`src/rtl/microcode_loader.sv`:
```
// Runtime loader for the decode stage's microcode tables: parses a header, then writes 64-bit entries built from word pairs.
// Optional checksum stage enabled by defining MICROCODE_LOADER_CHECKSUM_EN.
module microcode_loader (
    input  logic        clk,
    input  logic        rst,
    input  logic        s_valid,
    output logic        s_ready,
    input  logic [31:0] s_data,
    output logic        wr_en,
    output logic [1:0]  wr_table,
    output logic [5:0]  wr_addr,
    output logic [63:0] wr_data,
    output logic        decode_hold,
    output logic        done,
    output logic        err
);

    typedef enum logic [2:0] {
        IDLE,
        LO,
        HI,
        CHK,
        FIN
    } state_t;

    state_t      state;
    state_t      state_next;
    logic        beat;
    logic [1:0]  tbl;
    logic [5:0]  addr;
    logic [5:0]  remaining;
    logic [31:0] lo_word;
    logic [5:0]  addr_inc;
`ifdef MICROCODE_LOADER_CHECKSUM_EN
    logic [31:0] xor_acc;
    logic        chk_fail;
`endif

    assign s_ready     = !rst && (state != FIN);
    assign beat        = s_valid && s_ready;
    assign decode_hold = (state != IDLE);

    // Table 2 is only 32 deep, so its address wraps in 5 bits with bit 5 held at 0.
    assign addr_inc = (tbl == 2'd2) ? {1'b0, addr[4:0] + 5'd1} : addr + 6'd1;

    always_ff @(posedge clk) begin
        if (rst) begin
            state <= IDLE;
        end else begin
            state <= state_next;
        end
    end

    always_comb begin
        state_next = state;
        case (state)
            IDLE: if (beat && s_data[31:30] != 2'd3) state_next = LO;
            LO:   if (beat) state_next = HI;
            HI: begin
                if (beat) begin
                    if (remaining != 6'd0) begin
                        state_next = LO;
                    end else begin
`ifdef MICROCODE_LOADER_CHECKSUM_EN
                        state_next = CHK;
`else
                        state_next = FIN;
`endif
                    end
                end
            end
`ifdef MICROCODE_LOADER_CHECKSUM_EN
            CHK:  if (beat) state_next = FIN;
`endif
            FIN:  state_next = IDLE;
            default: state_next = IDLE;
        endcase
    end

    always_ff @(posedge clk) begin
        if (rst) begin
            wr_en     <= 1'b0;
            wr_table  <= 2'd0;
            wr_addr   <= 6'd0;
            wr_data   <= 64'd0;
            done      <= 1'b0;
            err       <= 1'b0;
            tbl       <= 2'd0;
            addr      <= 6'd0;
            remaining <= 6'd0;
            lo_word   <= 32'd0;
`ifdef MICROCODE_LOADER_CHECKSUM_EN
            xor_acc   <= 32'd0;
            chk_fail  <= 1'b0;
`endif
        end else begin
            wr_en <= 1'b0;
            done  <= 1'b0;
            err   <= 1'b0;
            case (state)
                IDLE: begin
                    if (beat) begin
                        if (s_data[31:30] == 2'd3) begin
                            err <= 1'b1;
                        end else begin
                            tbl       <= s_data[31:30];
                            addr      <= (s_data[31:30] == 2'd2) ? {1'b0, s_data[12:8]} : s_data[13:8];
                            remaining <= s_data[5:0];
`ifdef MICROCODE_LOADER_CHECKSUM_EN
                            xor_acc   <= 32'd0;
                            chk_fail  <= 1'b0;
`endif
                        end
                    end
                end
                LO: begin
                    if (beat) begin
                        lo_word <= s_data;
`ifdef MICROCODE_LOADER_CHECKSUM_EN
                        xor_acc <= xor_acc ^ s_data;
`endif
                    end
                end
                HI: begin
                    if (beat) begin
                        wr_en     <= 1'b1;
                        wr_table  <= tbl;
                        wr_addr   <= addr;
                        wr_data   <= {s_data, lo_word};
                        addr      <= addr_inc;
                        remaining <= remaining - 6'd1;
`ifdef MICROCODE_LOADER_CHECKSUM_EN
                        xor_acc   <= xor_acc ^ s_data;
`endif
                    end
                end
`ifdef MICROCODE_LOADER_CHECKSUM_EN
                CHK: begin
                    if (beat) chk_fail <= (s_data != xor_acc);
                end
                FIN: begin
                    done <= !chk_fail;
                    err  <= chk_fail;
                end
`else
                FIN: done <= 1'b1;
`endif
                default: ;
            endcase
        end
    end

endmodule

```
`config.mk`:
```
export PLATFORM = sky130hd
export DESIGN_NAME = microcode_loader
export DESIGN_NICKNAME = d
export VERILOG_FILES = /design/src/rtl/microcode_loader.sv
export SDC_FILE = /design/constraint.sdc
export NUM_CORES = 1
export LEC_CHECK = 0
export CELL_PAD_IN_SITES_DETAIL_PLACEMENT = 1
export CELL_PAD_IN_SITES_GLOBAL_PLACEMENT = 1
export CORE_UTILIZATION = 32
export DETAILED_ROUTE_END_ITERATION = 12
export GPL_ROUTABILITY_DRIVEN = 0
export PLACE_DENSITY = 0.8
export RECOVER_POWER = 50
export SLEW_MARGIN = 20
export SYNTH_ARGS = -nofsm -noshare
export SYNTH_HDL_FRONTEND = slang
export SYNTH_SLANG_ARGS = --single-unit
```
`constraint.sdc`:
```
create_clock -name clk -period 1.6 [get_ports clk]
set_clock_uncertainty 0.2 [all_clocks]
set_input_delay 0.24 -clock clk [delete_from_list [all_inputs] [get_ports clk]]
set_output_delay 0.24 -clock clk [all_outputs]
set_load 0.01 [all_outputs]
```
# Word level (Yosys, flattened, before mapping)
# Cells that the tools add are included.
# word_totals
reg_bits,124
latch_bits,0
ramBits,0
mem_bits_ro,0
out_inout_bits,77
n_memories,0
# classes
add_sub_neg,3
n_mul,0
n_div,0
magnitude_cmp,0
eq_ne,13
shift,0
n_mux,18
n_bitwise,4
reduce_logical,15
# op_table
op,count
$mux 6,8
$pmux 6 s2,2
$mux 3,4
$ne 2x2->1 const B,6
$pmux 3 s3,1
$add 6x1->6 const B,1
$eq 2x2->1 const B,3
$reduce_and 3->1,2
$reduce_bool 6->1,1
$sub 6x1->6 const B,1
$add 5x1->5 const B,1
$not 1->1,4
$reduce_and 2->1,2
$reduce_and 4->1,1
$eq 3x1->1 const B,1
$eq 3x2->1 const B,1
$eq 3x3->1 const B,1
$logic_and 1x1->1,3
$logic_not 3->1,1
$mux 1,3
$ne 3x3->1 const B,1
$reduce_bool 3->1,1
$reduce_or 3->1,1
$reduce_bool 2->1,1
other kinds (2),2

# Longest topological paths before layout
# depth
word_depth,6
ltp_mapped,7

# Worst setup path before layout
# No wires, ideal clock.
# synth_timing
path_kind,register to register
from,reg state[2]
to,reg remaining[1]
arrival_time_ns,1.407
t_required_ns,1.330
path_slack_ns,-0.077
path_stages_with_launch,7
synth_period_minus_slack_ns,1.677
path_cell_list,dfxtp_1 buf_4 nor4b_4 o21a_2 buf_4 o211ai_1 a21oi_1
# synth_via
elab_chain_cells,5
word_cells_on_any_way,11
# synth_rtl
element,line_no,rtl
"start, declared",26,state_t state;
"start signal, assigned",50,state <= state_next;
$ne 3x3->1,39,assign s_ready = !rst && (state != FIN);
$logic_and 1x1->1,39,
$logic_and 1x1->1,40,assign beat = s_valid && s_ready;
$ne 2x2->1 (no line),-,
$reduce_and 4->1 (no line),-,
"end signal, assigned",108,remaining <= s_data[5:0];
"end signal, assigned",131,remaining <= remaining - 6'd1;
"end, declared",31,logic [5:0] remaining;
# Several ways; a longest one is shown, not always the timed one.
# A chain may end at the register's enable or synchronous reset.

# Final worst setup path
# layout_timing
from,reg state[2]
to,reg wr_data[17]
# layout_via
elab_chain_cells,4
word_cells_on_any_way,5
# layout_rtl
element,line_no,rtl
$ne 3x3->1,39,
$logic_and 1x1->1,39,
$logic_and 1x1->1,40,
$reduce_and 2->1 (no line) (*),-,
"end signal, assigned",129,"wr_data <= {s_data, lo_word};"
"end, declared",12,"output logic [63:0] wr_data,"
# Every way passes the cells marked *; elsewhere a longest branch is shown, timed or not.

==> impl_metrics.json <==
{
  "p_int_mw": 5.99,
  "hold_class": "in -> reg",
  "core_sq_mm": 0.0141,
  "ys.flop_type": "dfxtp_1",
  "seq_area_frac_synth_pct": 52.9,
  "combPwrFrac_pct": 8.3,
  "portBuffers": 111,
  "startpoint": "state[2]",
  "synth_top_family_by_area": "simple AND/OR/NAND/NOR gates",
  "rows": 43,
  "area_growth_pct": 71.5,
  "slew_violations": 0,
  "die_y_um": 123,
  "cp_data_required_time_ns": 1.69,
  "wl_um": 21200,
  "route.detailed.drc": 0,
  "ys_seq_elements": 124,
  "clk_path_buf_depth": 2,
  "leakagePower_nw": 3.31,
  "min_period_over_period_pct": 119,
  "syn-num-nets": 627,
  "hold_violations": 0,
  "post_synth_mux_area_share_pct": 0.666,
  "syn_inst": 589,
  "final_cell_mix": "152 x nand2_1, 121 x dfxtp_1, 85 x a21oi_1, 76 x dlygate4sd2_1, 46 x nand2_2",
  "path_max_fanout": 7,
  "drive_above_1_share_pct": 31.0,
  "synthSimpleGateAreaFrac_pct": 24.6,
  "grt_setup_unrepaired": "yes",
  "status": "finished, violations left",
  "swShare_pct": 23.9,
  "worstSkewPairLatency_ns": 0.43,
  "grt_pass1_vias": 5345,
  "detail-route-antenna-nets": 0,
  "numCtsBuffers": 17,
  "yosysTopAreaCellShare_pct": 52.9,
  "tightest_slew_ns": 0.591,
  "arrival_ns": 2.00,
  "finalSetupViolations": 123,
  "ir_drop_mv": 0.802,
  "synth_area_leader_cell": "dfxtp_1",
  "hpwl_um": 10100,
  "drt_iter0_markers": 321,
  "path_cells": "buf_6, nor3b_4, nand2_4, buf_12, buf_12, buf_16, nand2_2, a21oi_2",
  "grt_max_degree": 118,
  "overflow": 0,
  "antenna_found_initial": 0,
  "syn_avg_cell_area_sq_um": 7.97,
  "cts-root-buf": "clkbuf_16",
  "pwr-share-seq_pct": 40.4,
  "dp.cells": 876,
  "cp-end-kind": "flip-flop",
  "cap_violations": 0,
  "start_util_pct": 33.3,
  "ys_async_sr_fraction_pct": 0,
  "gr-usage-all-layers_pct": 26.7,
  "fin_cells": 954,
  "synth_compound_area_share_pct": 16.5,
  "clock-sinks": 124,
  "clk_pin_slew_ns": 0.06,
  "nets": 799,
  "die_x_um": 123,
  "clock.fmax_mhz": 525,
  "worst_slack_ns": -0.306,
  "violations": "negative setup slack",
  "synth_area_leaders": "dfxtp_1 53%, nand2_1 17%, a21oi_1 12%, clkbuf_1 2.1%, buf_4 1.4%",
  "first_pass_iters": 5,
  "htree_levels": 4,
  "slew_headroom_pct": 60.6,
  "critical_path_class": "reg -> reg",
  "synth_warnings": 0,
  "r2r-start": "state[2]",
  "path_common_cell": "buf_12",
  "synth-edff-count": 0,
  "cpPeakStageDelay_ns": 0.37,
  "final_common_cell": "nand2_1",
  "ios": 112,
  "clkPwrFrac_pct": 51.3,
  "crit_slowest_cell": "dfxtp_4",
  "post_drt_wl_per_cell_um": 22.2,
  "power_density_mw_per_mm2": 977,
  "grt_pass1_wl_um": 29500,
  "hp-start": "rst",
  "synth_xor_area_share_pct": 0,
  "diodes": 0,
  "startpoint_type": "flip-flop",
  "via_count": 5131,
  "syn-cell-area_sq_mm": 0.00470,
  "nFillCells": 1576,
  "period_needed_ns": 1.91,
  "cts_tree": "built",
  "dieArea_sq_mm": 0.0152,
  "ys_types": 44,
  "final_util_pct": 57.1,
  "synth_fa_ha_area_share_pct": 0.799,
  "power_switching_mw": 1.88,
  "vias_per_cell": 5.38
}
## critical path: cells and delay by family, from the launching register on
| family | cells | cell delay (ns) |
|---|---|---|
| buffers and inverters | 4 | 0.61 |
| AND/OR/NAND/NOR | 3 | 0.51 |
| flip-flops | 1 | 0.37 |
| AO/OA/AOI/OAI | 1 | 0.06 |
## path summary, 6_finish.rpt
kind | endpoint | slack [ns] | cells after the start
setup reg to reg | wr_data[17] | -0.31 | 8
setup / recovery | wr_data[17] | -0.31 | 8
hold / removal | state[1] | 0.04 | 3
hold reg to reg | lo_word[18] | 0.26 | 2
## sequential cells by signal (all words and copies together), names as in the netlist
signal / cells
addr: 6
done: 1
err: 1
lo_word: 32
remaining: 6
state: 3
tbl: 2
wr_addr: 6
wr_data: 64
wr_en: 1
wr_table: 2
## cell type report
type | instances | area (sq um) | share of cell area, %
inverter | 6 | 48.8 | 0.606
sequential | 124 | 2490 | 31.0
timing repair buffer | 191 | 2140 | 26.5
multi-input combinational | 419 | 2510 | 31.1
clock inverter | 8 | 106 | 1.32
timing repair inverter | 2 | 25.0 | 0.311
clock buffer | 24 | 512 | 6.35
tap | 180 | 225 | 2.80
## synth_stat cells, drive strengths merged (4+ instances only)
library cell	count
nor2b	5
dfxtp	124
nand2	219
nor2	11
clkbuf	26
nand3	8
a21oi	112
inv	5
buf	15
o211ai	4
nor3	7
nor3b	5
o21ai	7
## power by group through the flow
stage	clock, mW	combinational, mW	sequential [mW]
after detailed placement	0	0.469	3.25
final	4.04	0.652	3.18
after floorplan	0	0.218	3.23
after CTS	4.02	0.555	3.18
after global placement	0	0.452	3.24
after global routing	4.19	0.686	3.19
## metal layers
| layer | track usage [%] | part of all wire (%) | vias to the layer above |
|---|---|---|---|
| met5 | 0 | 0 | - |
| met4 | 13.3 | 3.4 | 0 |
| met3 | 8.07 | 6.9 | 51 |
| met2 | 48.2 | 52 | 192 |
| met1 | 28.0 | 37 | 2575 |
| li1 | - | - | 2313 |
## logic make-up (layout without fill, tap and decap cells)
group	Yosys count	in the layout
simple gates	270	271
compound gates	142	142
flops	124	124
buf+inv	47	231
fa+ha+maj	3	3
mux	3	3
## repair_timing
item | CTS | global route
buffers inserted | 20 | 14
cloned | 14 | 4
endpoints found under the hold margin | 2 | 0
resized for setup | 172 | 93
hold buffers | 1 | 0
endpoints found under the setup margin | 195 | 124
pin swaps | 25 | 42
## stage by stage
stage / hold WS [ns] / power [mW] / TNS (ns) / area, sq um / worst slack, ns
after floorplan: 0.176 / 3.45 / -0.916 / 4720 / -0.0298
after global placement: 0.237 / 3.69 / -38.62 / 6250 / -0.372
after detailed placement: 0.245 / 3.71 / -47.12 / 6250 / -0.539
after CTS: 0.00666 / 7.75 / -9.79 / 7650 / -0.168
after global routing: 0.0314 / 8.06 / -29.22 / 8060 / -0.333
final: 0.0409 / 7.87 / -24.40 / 8060 / -0.306
Power figures use the tool's default switching activity.
